File: src/rtl/tlb_pkg.sv
// tlb_pkg -- definitions shared by the page-table walker and the
// set-associative TLB: address-width defaults, PTE field positions and the
// walker state encoding.
package tlb_pkg;

  localparam int SADDR_DEF = 64;  // virtual/physical address width
  localparam int SPAGE_DEF = 12;  // page-offset width
  localparam int SPCID_DEF = 12;  // process-context identifier width

  // PTE layout: bit0 valid, bit1 leaf, PPN in [SADDR-1:SPAGE]
  localparam int PTE_W        = 64;
  localparam int PTE_V_BIT    = 0;
  localparam int PTE_LEAF_BIT = 1;
  localparam int PTE_PPN_LSB  = SPAGE_DEF;
  localparam int PTE_PPN_MSB  = SADDR_DEF - 1;

  typedef enum logic [1:0] {
    WALK_IDLE = 2'd0,
    WALK_REQ  = 2'd1,
    WALK_WAIT = 2'd2,
    WALK_DONE = 2'd3
  } walk_state_e;

endpackage

File: src/rtl/pte_decode.sv
// pte_decode -- combinational decode of one page-table entry at a given
// walk level.
//   pte_i      : PTE word returned by memory
//   level_i    : level the PTE was read from (0 = last level)
//   va_i       : virtual address being translated
//   next_ppn_o : PPN of the next-level table (valid when descend_o)
//   leaf_pa_o  : translated page base for a leaf at this level
//   fault_o    : invalid PTE, non-leaf at level 0, or misaligned superpage
//   descend_o  : valid non-leaf above level 0, walk continues
module pte_decode import tlb_pkg::*; #(
  parameter int SADDR = SADDR_DEF,
  parameter int SPAGE = SPAGE_DEF,
  parameter int SIDX  = 9,
  parameter int LW    = 2
) (
  input  logic [PTE_W-1:0]       pte_i,
  input  logic [LW-1:0]          level_i,
  input  logic [SADDR-1:0]       va_i,
  output logic [SADDR-SPAGE-1:0] next_ppn_o,
  output logic [SADDR-1:0]       leaf_pa_o,
  output logic                   fault_o,
  output logic                   descend_o
);

  localparam int PPNW = SADDR - SPAGE;

  logic            pte_v;
  logic            pte_leaf;
  logic [PPNW-1:0] pte_ppn;
  logic [PPNW-1:0] va_vpn;
  logic [PPNW-1:0] lo_mask;
  logic [PPNW-1:0] pa_ppn;
  logic            misaligned;
  logic            unused_bits;

  // Reserved PTE bits and the page offset of the VA play no part here.
  assign unused_bits = ^{pte_i[SPAGE-1:2], va_i[SPAGE-1:0]};

  always_comb begin
    pte_v      = pte_i[PTE_V_BIT];
    pte_leaf   = pte_i[PTE_LEAF_BIT];
    pte_ppn    = pte_i[SADDR-1:SPAGE];
    va_vpn     = va_i[SADDR-1:SPAGE];
    // A leaf at level L maps 2^(SIDX*L) pages: the low SIDX*L PPN bits
    // come from the VA and must be zero in the PTE.
    lo_mask    = (PPNW'(1) << (SIDX * int'(level_i))) - PPNW'(1);
    misaligned = |(pte_ppn & lo_mask);
    pa_ppn     = (pte_ppn & ~lo_mask) | (va_vpn & lo_mask);
    next_ppn_o = pte_ppn;
    leaf_pa_o  = {pa_ppn, {SPAGE{1'b0}}};
    descend_o  = pte_v && !pte_leaf && (level_i != '0);
    fault_o    = !pte_v || (!pte_leaf && (level_i == '0)) || (pte_leaf && misaligned);
  end

endmodule

File: src/rtl/page_walker.sv
// page_walker -- multi-level page-table walker serving TLB misses.
// One walk at a time; each level issues a single PTE read.
//   clk, rst_n            : clock, asynchronous active-low reset
//   req_valid/req_ready   : miss request handshake (ready only when idle)
//   req_va, req_pcid      : missing virtual address and its PCID
//   root_ppn              : root table PPN, sampled at acceptance
//   mem_req_valid/ready   : PTE read request handshake
//   mem_req_addr          : PTE byte address
//   mem_resp_valid/data   : PTE read data, single-cycle pulse
//   resp_valid/ready      : walk result handshake
//   resp_pa, resp_fault   : translated page base (zero on fault), fault flag
//   resp_va, resp_pcid    : echo of the accepted request
module page_walker import tlb_pkg::*; #(
  parameter int SADDR  = SADDR_DEF,
  parameter int SPAGE  = SPAGE_DEF,
  parameter int SPCID  = SPCID_DEF,
  parameter int LEVELS = 3,
  parameter int SIDX   = 9
) (
  input  logic                   clk,
  input  logic                   rst_n,
  input  logic                   req_valid,
  output logic                   req_ready,
  input  logic [SADDR-1:0]       req_va,
  input  logic [SPCID-1:0]       req_pcid,
  input  logic [SADDR-SPAGE-1:0] root_ppn,
  output logic                   mem_req_valid,
  input  logic                   mem_req_ready,
  output logic [SADDR-1:0]       mem_req_addr,
  input  logic                   mem_resp_valid,
  input  logic [63:0]            mem_resp_data,
  output logic                   resp_valid,
  input  logic                   resp_ready,
  output logic [SADDR-1:0]       resp_pa,
  output logic [SADDR-1:0]       resp_va,
  output logic [SPCID-1:0]       resp_pcid,
  output logic                   resp_fault
);

  localparam int PPNW = SADDR - SPAGE;
  localparam int LW   = (LEVELS > 1) ? $clog2(LEVELS) : 1;
  localparam logic [LW-1:0] TOP_LEVEL = LW'(LEVELS - 1);

  walk_state_e      state_q, state_d;
  logic [SADDR-1:0] va_q, va_d;
  logic [SPCID-1:0] pcid_q, pcid_d;
  logic [PPNW-1:0]  ppn_q, ppn_d;
  logic [LW-1:0]    level_q, level_d;
  logic [SADDR-1:0] pa_q, pa_d;
  logic             fault_q, fault_d;

  logic [PPNW-1:0]  dec_next_ppn;
  logic [SADDR-1:0] dec_leaf_pa;
  logic             dec_fault;
  logic             dec_descend;
  logic [SIDX-1:0]  vpn_idx;

  pte_decode #(
    .SADDR (SADDR),
    .SPAGE (SPAGE),
    .SIDX  (SIDX),
    .LW    (LW)
  ) u_pte_decode (
    .pte_i      (mem_resp_data),
    .level_i    (level_q),
    .va_i       (va_q),
    .next_ppn_o (dec_next_ppn),
    .leaf_pa_o  (dec_leaf_pa),
    .fault_o    (dec_fault),
    .descend_o  (dec_descend)
  );

  always_ff @(posedge clk or negedge rst_n) begin
    if (!rst_n) begin
      state_q <= WALK_IDLE;
      va_q    <= '0;
      pcid_q  <= '0;
      ppn_q   <= '0;
      level_q <= '0;
      pa_q    <= '0;
      fault_q <= 1'b0;
    end else begin
      state_q <= state_d;
      va_q    <= va_d;
      pcid_q  <= pcid_d;
      ppn_q   <= ppn_d;
      level_q <= level_d;
      pa_q    <= pa_d;
      fault_q <= fault_d;
    end
  end

  always_comb begin
    state_d = state_q;
    va_d    = va_q;
    pcid_d  = pcid_q;
    ppn_d   = ppn_q;
    level_d = level_q;
    pa_d    = pa_q;
    fault_d = fault_q;
    case (state_q)
      WALK_IDLE: begin
        if (req_valid) begin
          va_d    = req_va;
          pcid_d  = req_pcid;
          ppn_d   = root_ppn;
          level_d = TOP_LEVEL;
          state_d = WALK_REQ;
        end
      end
      WALK_REQ: begin
        if (mem_req_ready) state_d = WALK_WAIT;
      end
      WALK_WAIT: begin
        if (mem_resp_valid) begin
          // descend is only raised above level 0, so level never wraps
          if (dec_descend) begin
            ppn_d   = dec_next_ppn;
            level_d = level_q - LW'(1);
            state_d = WALK_REQ;
          end else begin
            fault_d = dec_fault;
            pa_d    = dec_fault ? '0 : dec_leaf_pa;
            state_d = WALK_DONE;
          end
        end
      end
      WALK_DONE: begin
        if (resp_ready) state_d = WALK_IDLE;
      end
      default: state_d = WALK_IDLE;
    endcase
  end

  // PTE address: table base plus 8-byte slot selected by this level's VPN field
  always_comb begin
    vpn_idx      = SIDX'(va_q >> (SPAGE + SIDX * int'(level_q)));
    mem_req_addr = {ppn_q, {SPAGE{1'b0}}} + (SADDR'(vpn_idx) << 3);
  end

  assign req_ready     = (state_q == WALK_IDLE);
  assign mem_req_valid = (state_q == WALK_REQ);
  assign resp_valid    = (state_q == WALK_DONE);
  assign resp_pa       = pa_q;
  assign resp_fault    = fault_q;
  assign resp_va       = va_q;
  assign resp_pcid     = pcid_q;

endmodule

File: config.mk
export PLATFORM = sky130hd
export DESIGN_NAME = page_walker
export DESIGN_NICKNAME = d
export VERILOG_FILES = /design/src/rtl/tlb_pkg.sv /design/src/rtl/pte_decode.sv /design/src/rtl/page_walker.sv
export SDC_FILE = /design/constraint.sdc
export NUM_CORES = 1
export LEC_CHECK = 0
export BUFFER_PORTS_ARGS = -buffer_cell sky130_fd_sc_hd__buf_2
export CORE_AREA = 5 5 227 185
export CTS_CLUSTER_SIZE = 14
export DETAILED_ROUTE_END_ITERATION = 10
export DIE_AREA = 0 0 232 190
export SYNTH_ARGS = -nofsm -noshare
export SYNTH_HDL_FRONTEND = slang
export SYNTH_SLANG_ARGS = --single-unit
export TNS_END_PERCENT = 1
File: constraint.sdc
create_clock -name clk -period 9.11 [get_ports clk]
set_input_delay 0 -clock clk [delete_from_list [all_inputs] [get_ports clk]]
set_output_delay 0 -clock clk [all_outputs]
set_load 0.05 [all_outputs]
; After elaboration in Yosys (flattened, before gate mapping)
; Index checks and enable logic that the tools add are counted.
[word_totals]
regBits = 197
in_bits = 198
output_inout_bits = 208
elab_cells = 60
[op_classes]
n_addsub = 4
n_mul = 1
eq_ne = 8
n_shift = 2
muxes = 15
bitwise_logic = 6
n_reduce_logical = 17
[op_table]
columns = op, count
row1 = $and A52 B52 Y52, 3
row2 = $mux W52, 3
row3 = $pmux W52 S2, 1
row4 = $add A64 B12 Y64, 1
row5 = $mux W64, 1
row6 = $shr A64 B32 Y9, 1
row7 = $not A52 Y52, 1
row8 = $or A52 B52 Y52, 1
row9 = $reduce_or A52 Y1, 1
row10 = $shl A1 B32 Y52 const A, 1
row11 = $sub A52 B2 Y52 const B, 1
row12 = $add A5 B32 Y32 const A, 1
row13 = $mux W2, 8
row14 = $pmux W2 S4, 1
row15 = $reduce_and A4 Y1, 2
row16 = $mul A4 B2 Y6 const A, 1
row17 = $ne A2 B2 Y1 const B, 3
row18 = $eq A2 B2 Y1 const B, 2
row19 = $logic_and A1 B1 Y1, 4
row20 = $logic_not A2 Y1, 2
row21 = $ne A2 B1 Y1 const B, 2
row22 = $pmux W2 S2, 1
row23 = $reduce_bool A2 Y1, 2
row24 = $reduce_and A3 Y1, 1
row25 = other kinds (6), 8

; Logic depth before layout (Yosys ltp)
[logic_depth]
ltp_word = 8
depth_mapped = 14

; By module
; A second synthesis with hierarchy kept.
[hier_totals]
hier_cells = 807
hier_area_um2 = 9980.8
[modules_own_cells]
columns = module, n_inst, cells_per_inst, area_per_inst_um2, seq_area_each_um2
row1 = page_walker, 1, 654, 8745.9, 4929.7
row2 = pte_decode, 1, 153, 1234.9, 0.0

; Least setup slack after synthesis
; OpenSTA, ideal clock, no wires.
[synth_timing]
path_kind = register -> output
from = register level_q[1]
to = output port mem_req_addr[8]
arrival_ns = 3.639
t_required_ns = 9.110
slack_ns = 5.471
stages_incl_launch_ff = 11
n_path_buf = 6
cell_sequence = dfrtp_1 buf_2 buf_2 clkbuf_1 inv_1 ha_1 clkbuf_1 clkbuf_1 clkbuf_1 nor3_1 a211oi_1
[synth_via]
elab_chain_len = 4
[synth_lines]
columns = item, line
row1 = "start, declared", page_walker.sv:48  ; logic [LW-1:0] level_q, level_d;
row2 = "start signal, assigned", page_walker.sv:87  ; level_q <= level_d;
row3 = $mul A4 B2 Y6, page_walker.sv:137  ; vpn_idx = SIDX'(va_q >> (SPAGE + SIDX * int'(level_q)));
row4 = $add A5 B32 Y32, page_walker.sv:137
row5 = $shr A64 B32 Y9, page_walker.sv:137
row6 = $add A64 B12 Y64, page_walker.sv:138  ; mem_req_addr = {ppn_q, {SPAGE{1'b0}}} + (SADDR'(vpn_idx) << 3);
row7 = "end, declared", page_walker.sv:29  ; output logic [SADDR-1:0] mem_req_addr,
; Every way passes these cells.

; Final worst setup path
[layout_timing]
from = register level_q[0]
to = register pa_q[12], in the netlist resp_pa[12]
[layout_via]
elab_chain_len = 8
word_cells_on_any_way = 19
classes_between = add/sub (1) / mul (1) / shift (1) / mux (1) / bitwise (6) / reduce/logical (9)
[layout_lines]
columns = item, line
row1 = $mul A4 B2 Y6, pte_decode.sv:46  ; lo_mask = (PPNW'(1) << (SIDX * int'(level_i))) - PPNW'(1);
row2 = $shl A1 B32 Y52, pte_decode.sv:46
row3 = $sub A52 B2 Y52, pte_decode.sv:46
row4 = $and A52 B52 Y52, pte_decode.sv:47  ; misaligned = |(pte_ppn & lo_mask);
row5 = $reduce_or A52 Y1, pte_decode.sv:47
row6 = $logic_and A1 B1 Y1, pte_decode.sv:52  ; fault_o = !pte_v || (!pte_leaf && (level_i == '0)) || (pte_leaf && misaligned);
row7 = $logic_or A1 B1 Y1, pte_decode.sv:52
row8 = $mux W64, page_walker.sv:123  ; pa_d = dec_fault ? '0 : dec_leaf_pa;
row9 = "end signal, assigned", page_walker.sv:88  ; pa_q <= pa_d;
row10 = "end, declared", page_walker.sv:49  ; logic [SADDR-1:0] pa_q, pa_d;
; Several ways; a longest one is shown, not always the timed one.
; A chain may end at the register's enable or synchronous reset.

==> results.py <==
metrics = {
    "timing": {
        "slew_viol_final": 0,
        "skew_ps": 8.509,
        "rsz0062_at_grt": "false",
        "maxSlewHeadroom": 0.3339,
        "finalCriticalPeriod_ps": 4944,
        "setup_viol": 0,
        "tns_ps": 0,
        "hold_slack_ps": 16.18,
        "worst_pin_slew_ps": 997.0,
        "hold_viol_final": 0,
        "period_share": 0.5427,
        "max_freq_ghz": 0.2022,
    },
    "synth": {
        "synth.area.top_cells": "dfrtp_1, mux2_1, mux2_2, o31ai_2, mux4_2",
        "yosys_warnings": 0,
        "synth_edf_count": 0,
        "ys_top_cells_by_count": "dfrtp_1, mux2_1, mux2_2",
        "syn_area_per_cell_um2": 12.77,
        "syn_area_um2": 10460,
        "synth_cell_types": 47,
        "synth-seq-cells": 185,
        "synth-seq-area-share": 0.4426,
        "async_flop_share": 1.000,
        "synth_top_area_share": 0.4426,
        "synth_most_common_cell": "dfrtp_1",
        "syn-instance-count": 819,
        "synth.largest_area_cell": "dfrtp_1",
        "synthFlopType": "dfrtp_1",
    },
    "floorplan": {
        "core_area_um2": 39800,
        "dieWidth_um": 232,
        "fp-row-count": 66,
        "die-area_um2": 44080,
        "boundaryPins": 406,
        "initial_core_util": 0.2628,
        "die_h_um": 190,
    },
    "drt": {
        "firstDrtPassIters": 5,
        "vias": 9149,
        "ant_nets": 0,
        "wl_per_cell_um": 22.13,
        "post_drt_via_cell_ratio": 4.803,
        "drc": 0,
        "drtIter0Drc": 343,
        "wl_mm": 42.15,
    },
    "cts": {
        "clkTransAtPathRegs_ps": 70,
        "cts.sinks": 185,
        "cts.repair.resized": 0,
        "clk_latency_ps": 460,
        "tritoncts": "built",
        "root_buffer": "clkbuf_16",
        "cts_max_path_buffers": 2,
        "htree_num_levels": 4,
        "cts_made_buffers": 17,
    },
    "grt": {
        "gr-total-overflow": 0,
        "antenna_found_initial": 3,
        "grt_max_degree": 113,
        "grt_pass1_wl_mm": 62.45,
        "track_usage": 0.1890,
        "first_global_vias": 9646,
    },
    "finish": {
        "final_layout_size_suffix_gt1_frac": 0.4454,
        "area_growth_syn_to_layout_pct": 45.57,
        "n_fill_cell": 3845,
        "fin_area_um2": 15220,
        "nets": 1549,
        "multi_input_area_um2": 5383,
        "utilization": 0.3825,
        "seq_area_um2": 4632,
    },
    "min_path": {
        "worstHoldPathCells": 3,
        "min_to": "ppn_q[42]",
        "hold_path_class": "in -> reg",
        "hold_start": "mem_resp_data[54]",
    },
    "pwr": {
        "power_density_nw_per_um2": 393.2,
        "p_int_uw": 2746,
        "power_frac_clock": 0.136,
        "power.share.combinational": 0.612,
        "switching_share": 0.5414,
        "power.switching_uw": 3241,
        "power.leakage_uw": 0.006761,
        "total_power_uw": 5986,
        "vdd_drop_max_mv": 0.2154,
        "power.share.sequential": 0.252,
    },
    "placement": {
        "gp_congestion": 0.8468,
        "dp_hpwl_mm": 30.08,
        "io_buffers": 380,
        "dpl_cell_area_um2": 12740,
    },
    "flow_run": {
        "maxCapViolCount": 0,
    },
    "setup_path": {
        "regToRegStartpoint": "level_q[0]",
        "required_ps": 9430,
        "rr_worst_depth": 9,
        "regToRegEndpoint": "resp_pa[12]",
        "start_kind": "flop",
        "critical_path_class": "reg -> reg",
        "rrSetupSlack_ps": 4170,
        "worst_ep_arrival_time_ps": 5260,
        "end_kind": "flop",
        "cp_max_fo": 42,
    },
    "outcome": {
        "status": "complete, no violations",
    },
}
==> power groups by stage <==
stage          clock network (uW)  logic, uW  registers, uW
5_1_grt                       872       3860           1560
3_3_place_gp                    0       3520           1510
2_1_floorplan                   0       1650           2380
6_report                      816       3660           1510
4_1_cts                       839       3680           1510
3_5_place_dp                    0       3540           1530
==> cells in the final DEF, fill, tap and decap left out, drive strengths merged, types with 15 or more instances in the layout <==
master,n
conb,15
nand4,53
mux4,26
buf,394
o31ai,57
clkbuf,20
dlygate4sd3,184
mux2,238
dfrtp,185
nand2,61
==> sequential cells by signal (all words and copies together), names as in the netlist <==
| name | count |
|---|---|
| resp_va | 64 |
| ppn_q | 52 |
| resp_pa | 52 |
| resp_pcid | 12 |
| level_q | 2 |
| state_q | 2 |
| resp_fault | 1 |
==> layout make-up <==
class                           count  area share
Antenna cell                        5   0.0008218
Clock buffer                       20     0.03065
Timing Repair Buffer              578      0.2535
Inverter                            8    0.001972
Sequential cell                   185      0.3042
Tap cell                          544     0.04471
Clock inverter                     12     0.01060
Multi-Input combinational cell    553      0.3536
==> metrics by stage <==
stage	std cells	setup WS [ps]
floorplan	833	5471
global route	1901	3787
finish	1905	4166
global placement	1684	4230
detailed placement	1684	4165
CTS	1900	4130
==> logic make-up after synthesis <==
| group | after synthesis | synth area share |
|---|---|---|
| simple gates | 160 | 0.08195 |
| buf+inv | 95 | 0.05168 |
| fa+ha+maj | 8 | 0.009571 |
| mux | 272 | 0.3199 |
| other cells | 1 | 0.0003586 |
| flops | 185 | 0.4426 |
| compound gates | 98 | 0.09391 |
==> critical path, stage by stage (launching register included) <==
cell and delay, ps:
dfrtp_2 340, buf_4 450, inv_1 280, ha_1 480, inv_2 190, ha_1 550
nor3b_4 870, o41a_2 740, buf_4 600, o31ai_1 180
==> worst max path at each step <==
stage                           end  slack, ps        from
detailed placement      resp_pa[12]       4170  level_q[0]
global placement        resp_pa[12]       4230  level_q[0]
finish                  resp_pa[12]       4170  level_q[0]
CTS                     resp_pa[12]       4130  level_q[0]
global route            resp_pa[63]       3790  level_q[0]
floorplan           mem_req_addr[8]       5470  level_q[1]
==> what timing repair did <==
item,in CTS,in global routing
setup buffers,0,0
hold buffers,184,0
hold endpoints to repair,242,0
==> metal layers <==
metal,vias up,global-route usage,wire length (um),part of all wire
met5,-,0,13,0.00031
met4,2,0.04589,686,0.016
met3,48,0.05983,3054,0.072
met2,334,0.3075,19970,0.47
met1,4659,0.2466,18430,0.44
li1,4106,-,-,-
(Power assumes the default switching activity.)
